==> config.mk <==
export PLATFORM = sky130hd
export DESIGN_NAME = dac_filter_scheduler_flat
export DESIGN_NICKNAME = d
export VERILOG_FILES = /design/src/rtl/dac_filter_scheduler_if.sv /design/src/rtl/dac_filter_scheduler.sv /design/src/flat_wrapper.sv
export SDC_FILE = /design/constraint.sdc
export NUM_CORES = 1
export LEC_CHECK = 0
export ABC_AREA = 1
export CORE_ASPECT_RATIO = 1.25
export CORE_UTILIZATION = 40
export CTS_CLUSTER_DIAMETER = 60
export DETAILED_ROUTE_END_ITERATION = 6
export GPL_ROUTABILITY_DRIVEN = 0
export SLEW_MARGIN = 20
export SYNTH_ARGS = -nofsm -noshare
export SYNTH_HDL_FRONTEND = slang
export SYNTH_SLANG_ARGS = --single-unit
==> constraint.sdc <==
create_clock -name dataclk -period 7.2 [get_ports dataclk]
set_input_delay 0.72 -clock dataclk [delete_from_list [all_inputs] [get_ports dataclk]]
set_output_delay 0.72 -clock dataclk [all_outputs]
set_load 0.02 [all_outputs]
==> src/rtl/dac_filter_scheduler_if.sv <==
// Coefficient write port plus multiplier issue and write-back tags
// shared between the DAC filter sequencer and its host/datapath.
interface dac_filter_scheduler_if #(
  parameter int NUM_CH = 8
);
  localparam int CH_W = (NUM_CH > 1) ? $clog2(NUM_CH) : 1;

  logic            coef_wr_en;
  logic [CH_W-1:0] coef_wr_ch;
  logic [15:0]     coef_wr_data;
  logic            issue_valid;
  logic [CH_W-1:0] issue_ch;
  logic [15:0]     issue_coef;
  logic            wb_valid;
  logic [CH_W-1:0] wb_ch;

  modport master (
    output coef_wr_en, coef_wr_ch, coef_wr_data,
    input  issue_valid, issue_ch, issue_coef,
    input  wb_valid, wb_ch
  );

  modport slave (
    input  coef_wr_en, coef_wr_ch, coef_wr_data,
    output issue_valid, issue_ch, issue_coef,
    output wb_valid, wb_ch
  );
endinterface

==> src/rtl/dac_filter_scheduler.sv <==
// Frame sequencer sharing one filter multiplier across DAC channels,
// with a shadow/active coefficient bank swapped on frame acceptance.
module dac_filter_scheduler #(
  parameter int          NUM_CH       = 8,
  parameter int          MULT_LATENCY = 3,
  parameter logic [15:0] COEF_RESET   = 16'h0000
) (
  input  logic              dataclk,
  input  logic              reset_n,
  input  logic              frame_start,
  input  logic [NUM_CH-1:0] ch_enable,
  input  logic              coef_commit,
  input  logic              overrun_clr,
  output logic              busy,
  output logic              frame_done,
  output logic              commit_pending,
  output logic              overrun,
  dac_filter_scheduler_if.slave bus
);
  localparam int CH_W = (NUM_CH > 1) ? $clog2(NUM_CH) : 1;
  localparam int DC_W = $clog2(MULT_LATENCY + 1);
  localparam int L    = MULT_LATENCY;

  typedef enum logic [1:0] {IDLE, ISSUE, DRAIN} state_t;

  state_t            state_q, state_d;
  logic [CH_W-1:0]   ptr_q, ptr_d;
  logic [DC_W-1:0]   dcnt_q, dcnt_d;
  logic [NUM_CH-1:0] en_q, en_d;

  logic [15:0]       shadow [NUM_CH];
  logic [15:0]       active [NUM_CH];

  logic              iv_q;
  logic [CH_W-1:0]   ich_q;
  logic [15:0]       icoef_q;
  logic [L-1:0]      tag_v;
  logic [CH_W-1:0]   tag_ch [L];
  logic              done_q, pend_q, ovr_q;

  logic              accept, commit_now;
  logic              last_slot, last_drain;
  logic [31:0]       wr_idx;
  logic              wr_ok;

  assign accept     = (state_q == IDLE) && frame_start;
  assign commit_now = accept && (pend_q || coef_commit);
  assign last_slot  = ptr_q == CH_W'(NUM_CH - 1);
  assign last_drain = dcnt_q == DC_W'(L - 1);
  assign wr_idx     = 32'(bus.coef_wr_ch);
  assign wr_ok      = wr_idx < 32'(NUM_CH);

  always_ff @(posedge dataclk) begin
    if (!reset_n) begin
      state_q <= IDLE;
      ptr_q   <= '0;
      dcnt_q  <= '0;
      en_q    <= '0;
    end else begin
      state_q <= state_d;
      ptr_q   <= ptr_d;
      dcnt_q  <= dcnt_d;
      en_q    <= en_d;
    end
  end

  always_comb begin
    state_d = state_q;
    ptr_d   = ptr_q;
    dcnt_d  = dcnt_q;
    en_d    = en_q;
    unique case (state_q)
      IDLE: begin
        if (frame_start) begin
          state_d = ISSUE;
          ptr_d   = '0;
          en_d    = ch_enable;
        end
      end
      ISSUE: begin
        if (last_slot) begin
          state_d = DRAIN;
          dcnt_d  = '0;
        end else begin
          ptr_d = ptr_q + CH_W'(1);
        end
      end
      DRAIN: begin
        if (last_drain) state_d = IDLE;
        else dcnt_d = dcnt_q + DC_W'(1);
      end
      default: state_d = IDLE;
    endcase
  end

  // Issue regs load from next-state so slot 0 lands right after acceptance
  always_ff @(posedge dataclk) begin
    if (!reset_n) begin
      iv_q    <= 1'b0;
      ich_q   <= '0;
      icoef_q <= '0;
      done_q  <= 1'b0;
      tag_v   <= '0;
      for (int i = 0; i < L; i++) tag_ch[i] <= '0;
    end else begin
      iv_q    <= (state_d == ISSUE) && en_d[ptr_d];
      ich_q   <= (state_d == ISSUE) ? ptr_d : '0;
      icoef_q <= (state_d != ISSUE) ? '0 :
                 commit_now ? shadow[ptr_d] : active[ptr_d];
      done_q  <= (state_q == DRAIN) && last_drain;
      tag_v[0]  <= iv_q;
      tag_ch[0] <= ich_q;
      for (int i = 1; i < L; i++) begin
        tag_v[i]  <= tag_v[i-1];
        tag_ch[i] <= tag_ch[i-1];
      end
    end
  end

  always_ff @(posedge dataclk) begin
    if (!reset_n) begin
      for (int i = 0; i < NUM_CH; i++) begin
        shadow[i] <= COEF_RESET;
        active[i] <= COEF_RESET;
      end
    end else begin
      if (commit_now) begin
        for (int i = 0; i < NUM_CH; i++) active[i] <= shadow[i];
      end
      if (bus.coef_wr_en && wr_ok) begin
        shadow[bus.coef_wr_ch] <= bus.coef_wr_data;
      end
    end
  end

  always_ff @(posedge dataclk) begin
    if (!reset_n) begin
      pend_q <= 1'b0;
      ovr_q  <= 1'b0;
    end else begin
      if (accept) pend_q <= 1'b0;
      else if (coef_commit) pend_q <= 1'b1;
      if (frame_start && state_q != IDLE) ovr_q <= 1'b1;
      else if (overrun_clr) ovr_q <= 1'b0;
    end
  end

  always_comb begin
    busy            = state_q != IDLE;
    frame_done      = done_q;
    commit_pending  = pend_q;
    overrun         = ovr_q;
    bus.issue_valid = iv_q;
    bus.issue_ch    = ich_q;
    bus.issue_coef  = icoef_q;
    bus.wb_valid    = tag_v[L-1];
    bus.wb_ch       = tag_ch[L-1];
  end
endmodule

==> src/flat_wrapper.sv <==
// flat-port wrapper written by rule: the top's interface ports become plain ports
module dac_filter_scheduler_flat 
#(
  parameter int          NUM_CH       = 8,
  parameter int          MULT_LATENCY = 3,
  parameter logic [15:0] COEF_RESET   = 16'h0000
)
  (dataclk, reset_n, frame_start, ch_enable, coef_commit, overrun_clr, busy, frame_done, commit_pending, overrun, bus_coef_wr_en, bus_coef_wr_ch, bus_coef_wr_data, bus_issue_valid, bus_issue_ch, bus_issue_coef, bus_wb_valid, bus_wb_ch);
  dac_filter_scheduler_if #(.NUM_CH(NUM_CH)) bus_i ();
  input  logic dataclk;
  input  logic reset_n;
  input  logic frame_start;
  input  logic [NUM_CH-1:0] ch_enable;
  input  logic coef_commit;
  input  logic overrun_clr;
  output logic busy;
  output logic frame_done;
  output logic commit_pending;
  output logic overrun;
  input wire logic [$bits(bus_i.coef_wr_en)-1:0] bus_coef_wr_en;
  input wire logic [$bits(bus_i.coef_wr_ch)-1:0] bus_coef_wr_ch;
  input wire logic [$bits(bus_i.coef_wr_data)-1:0] bus_coef_wr_data;
  output wire logic [$bits(bus_i.issue_valid)-1:0] bus_issue_valid;
  output wire logic [$bits(bus_i.issue_ch)-1:0] bus_issue_ch;
  output wire logic [$bits(bus_i.issue_coef)-1:0] bus_issue_coef;
  output wire logic [$bits(bus_i.wb_valid)-1:0] bus_wb_valid;
  output wire logic [$bits(bus_i.wb_ch)-1:0] bus_wb_ch;
  assign bus_i.coef_wr_en = bus_coef_wr_en;
  assign bus_i.coef_wr_ch = bus_coef_wr_ch;
  assign bus_i.coef_wr_data = bus_coef_wr_data;
  assign bus_issue_valid = bus_i.issue_valid;
  assign bus_issue_ch = bus_i.issue_ch;
  assign bus_issue_coef = bus_i.issue_coef;
  assign bus_wb_valid = bus_i.wb_valid;
  assign bus_wb_ch = bus_i.wb_ch;
  dac_filter_scheduler #(.NUM_CH(NUM_CH), .MULT_LATENCY(MULT_LATENCY), .COEF_RESET(COEF_RESET)) u_core (.dataclk(dataclk), .reset_n(reset_n), .frame_start(frame_start), .ch_enable(ch_enable), .coef_commit(coef_commit), .overrun_clr(overrun_clr), .busy(busy), .frame_done(frame_done), .commit_pending(commit_pending), .overrun(overrun), .bus(bus_i));
endmodule
==> metrics.yaml <==
status:
  status: "completed"
yosys:
  yosysSeqAreaShare_pct: 60.4
  synthCells: 1619
  synth_area_leaders: "edfxtp_1 (53%), nand3_1 (10%), inv_1 (8.7%), dfxtp_1 (7.0%), nand2_1 (6.9%)"
  synth-seq-cells: 306
  synth_top_cell_area_share_pct: 53.5
  synth.distinct_cells: 29
  synth_fp_nets: 1658
  synth_warnings: 0
  syn_area_per_cell_um2: 8.88
  synth_ff_type: "edfxtp_1"
  synth_commonest_cells: "inv_1 (333), nand3_1 (294), nand2_1 (266)"
  synth_edf_count: 256
  syn_area_um2: 14400
  async_flop_share_pct: 0
  yosys.area.top_type: "edfxtp_1"
  post-synth-top-count-cell: "inv_1"
floorplanning:
  die_x_um: 172
  rows: 77
  dieArea_um2: 36700
  ioPinCount: 61
  initial_utilization_pct: 40.7
  core_um2: 35400
  die_h_um: 214
power:
  power_leakage_nw: 7.36
  p_int_w: 0.00307
  comb_power_share_pct: 14.9
  power_w: 0.00423
  p_per_area_nw_per_um2: 261
  power_frac_clock_pct: 35.6
  vdd_ir_drop_max_mv: 0.183
  p_sw_share_pct: 27.4
  switching_power_w: 0.00116
  pwr-share-seq_pct: 49.5
route:
  drc: 0
  routed_via_density: 5.02
  drtIter0Drc: 979
  antenna_left: 0
  wl_per_cell_um: 18.3
  wirelength_mm: 39.1
  vias: 10718
  dr.pass1.iters: 6
global_route:
  antenna_found_initial: 0
  grt_pass1_vias: 10297
  grt_max_degree: 97
  grt_pass1_wl_mm: 59.7
  grt_use_total_pct: 21.6
  grt-ovfl-total: 0
worst_setup_path:
  cp_max_fo: 84
  critPathKind: "reg2reg"
  cp.required_ns: 7.67
  r2r-start: "u_core.state_q[1]"
  r2r.worst_path.cells: 12
  r2r-end: "u_core.bus.issue_coef[7]"
  critPathCaptureType: "register"
  ff2ff_setup_slack_ns: 3.59
  arrival_ns: 4.09
  crit_path_start_kind: "register"
cts:
  cts_tree: "built"
  clk_path_buf_depth: 3
  htree_num_levels: 1
  clock-sinks: 306
  path_clk_slew_ns: 0.06
  hold_buffers: 0
  insertion_delay_ns: 0.57
  cts_buffers: 30
  clockRootBuffer: "clkbuf_16"
  cts_resized: 0
  postCtsSetupBuffers: 0
sta:
  fmax_ghz: 0.277
  fin_tns_setup_ns: 0
  setup_viol: 0
  fin_crit_ns: 3.61
  max_slew_margin_pct: 22.9
  setup_slack_ns: 3.59
  worst_pin_slew_ns: 1.15
  period_share_pct: 50.2
  hold_viol: 0
  rsz0062_at_grt: "false"
  clock_skew_ns: 0.00930
  slew_violations: 0
  holdWs_ns: 0.411
run:
  maxCapViolCount: 0
place:
  dp.final_hpwl_mm: 21.4
  dp_slack_ns: 3.18
  io_buffer_count: 60
layout:
  finalNetCount: 1678
  n_antenna_cell: 0
  area_delta_synth_final_pct: 12.7
  num-fill-cells: 3419
  drive_above_1_share_pct: 5.47
worst_hold_path:
  hp-class: "reg2reg"
  hp-start: "u_core.tag_ch[0][5]"
  holdPathStages: 2
  hold_end: "u_core.tag_ch[0][8]"
[power groups by stage]
stage / registers, W / logic (W) / clock network, W
after detailed placement: 0.00213 / 0.000628 / 0
final: 0.00209 / 0.000629 / 0.00150
after global routing: 0.00210 / 0.000702 / 0.00159
after global placement: 0.00213 / 0.000620 / 0
after CTS: 0.00209 / 0.000630 / 0.00153
after floorplan: 0.00214 / 0.000430 / 0
[stage by stage]
stage,util [%],cells,cell area (um2)
after detailed placement,43.2,2081,15300
after floorplan,-,1619,14400
after CTS,45.8,2137,16200
after global routing,45.8,2137,16200
after global placement,43.1,2081,15300
final,45.8,2137,16200
[routing by layer]
metal  global-route usage (%)  routed length (um)  up-vias
met1                     28.7               16600     5115
met3                     2.55                2640       60
met5                        0                   0        -
met2                     36.6               18900      390
li1                         -                   -     5153
met4                     6.64                1010        0
[registers in the layout, indices dropped and copies added, names as in the netlist]
name                    flops
u_core.dcnt_q               2
u_core.tag_v                3
u_core.overrun              1
u_core.frame_done           1
u_core.bus.issue_coef      16
u_core.shadow             128
u_core.tag_ch               9
u_core.active             128
u_core.en_q                 8
u_core.state_q              2
u_core.ptr_q                3
u_core.bus.issue_valid      1
u_core.commit_pending       1
u_core.bus.issue_ch         3
[placed cells by master (no fill, tap or decap), types with 2 or more instances in the layout]
master	count
nand2_1	261
nand4_1	18
clkinv_2	8
nand3_1	293
a21oi_1	21
nand3_2	2
o21ai_0	2
nand2_4	2
ha_1	6
mux2i_1	3
clkinv_1	7
or2_2	4
o21ai_1	2
clkbuf_1	3
inv_1	333
clkbuf_8	4
dfxtp_1	50
nand3b_1	4
clkinvlp_4	3
nor2_2	2
clkbuf_16	31
o21a_1	4
edfxtp_1	256
buf_4	15
nand2_2	9
inv_2	4
nor2_1	248
clkdlybuf4s50_1	59
[cell families after synthesis]
family,count (synthesis),share of synthesized area [%]
simple gates,846,25.4
buf+inv,427,12.2
flops,306,60.4
compound gates,31,1.24
fa+ha+maj,6,0.522
mux,3,0.209
[final cells by class]
| type | count | area, um2 | share of cell area, % |
|---|---|---|---|
| timing repair buffer | 77 | 739 | 4.56 |
| clock buffer | 38 | 842 | 5.20 |
| inverter | 338 | 1270 | 7.83 |
| sequential | 306 | 8690 | 53.6 |
| clock inverter | 18 | 96.3 | 0.595 |
| tap | 474 | 593 | 3.66 |
| multi-input combinational | 886 | 3980 | 24.5 |
[how the worst max path moves through the flow]
stage | startpoint | end | depth (start not counted)
6_report | u_core.state_q[1] | u_core.bus.issue_coef[7] | 12
5_1_grt | u_core.state_q[1] | u_core.bus.issue_coef[14] | 12
2_1_floorplan | frame_start | u_core.active[0][0] | 6
3_5_place_dp | frame_start | u_core.active[7][2] | 7
3_3_place_gp | frame_start | u_core.active[6][2] | 7
4_1_cts | u_core.state_q[1] | u_core.bus.issue_coef[0] | 12
[critical path: stages, from the launching register on]
cell and delay [ns]:
dfxtp_1 0.33, inv_1 0.10, ha_1 0.32, nand3_1 0.20
nand3_2 0.12, buf_4 0.69, nand2_4 0.46, buf_4 0.55
nand2_1 0.17, nand3_1 0.08, nand3_1 0.13, nand3_1 0.07
a21oi_1 0.19
(Power assumes the default switching activity.)
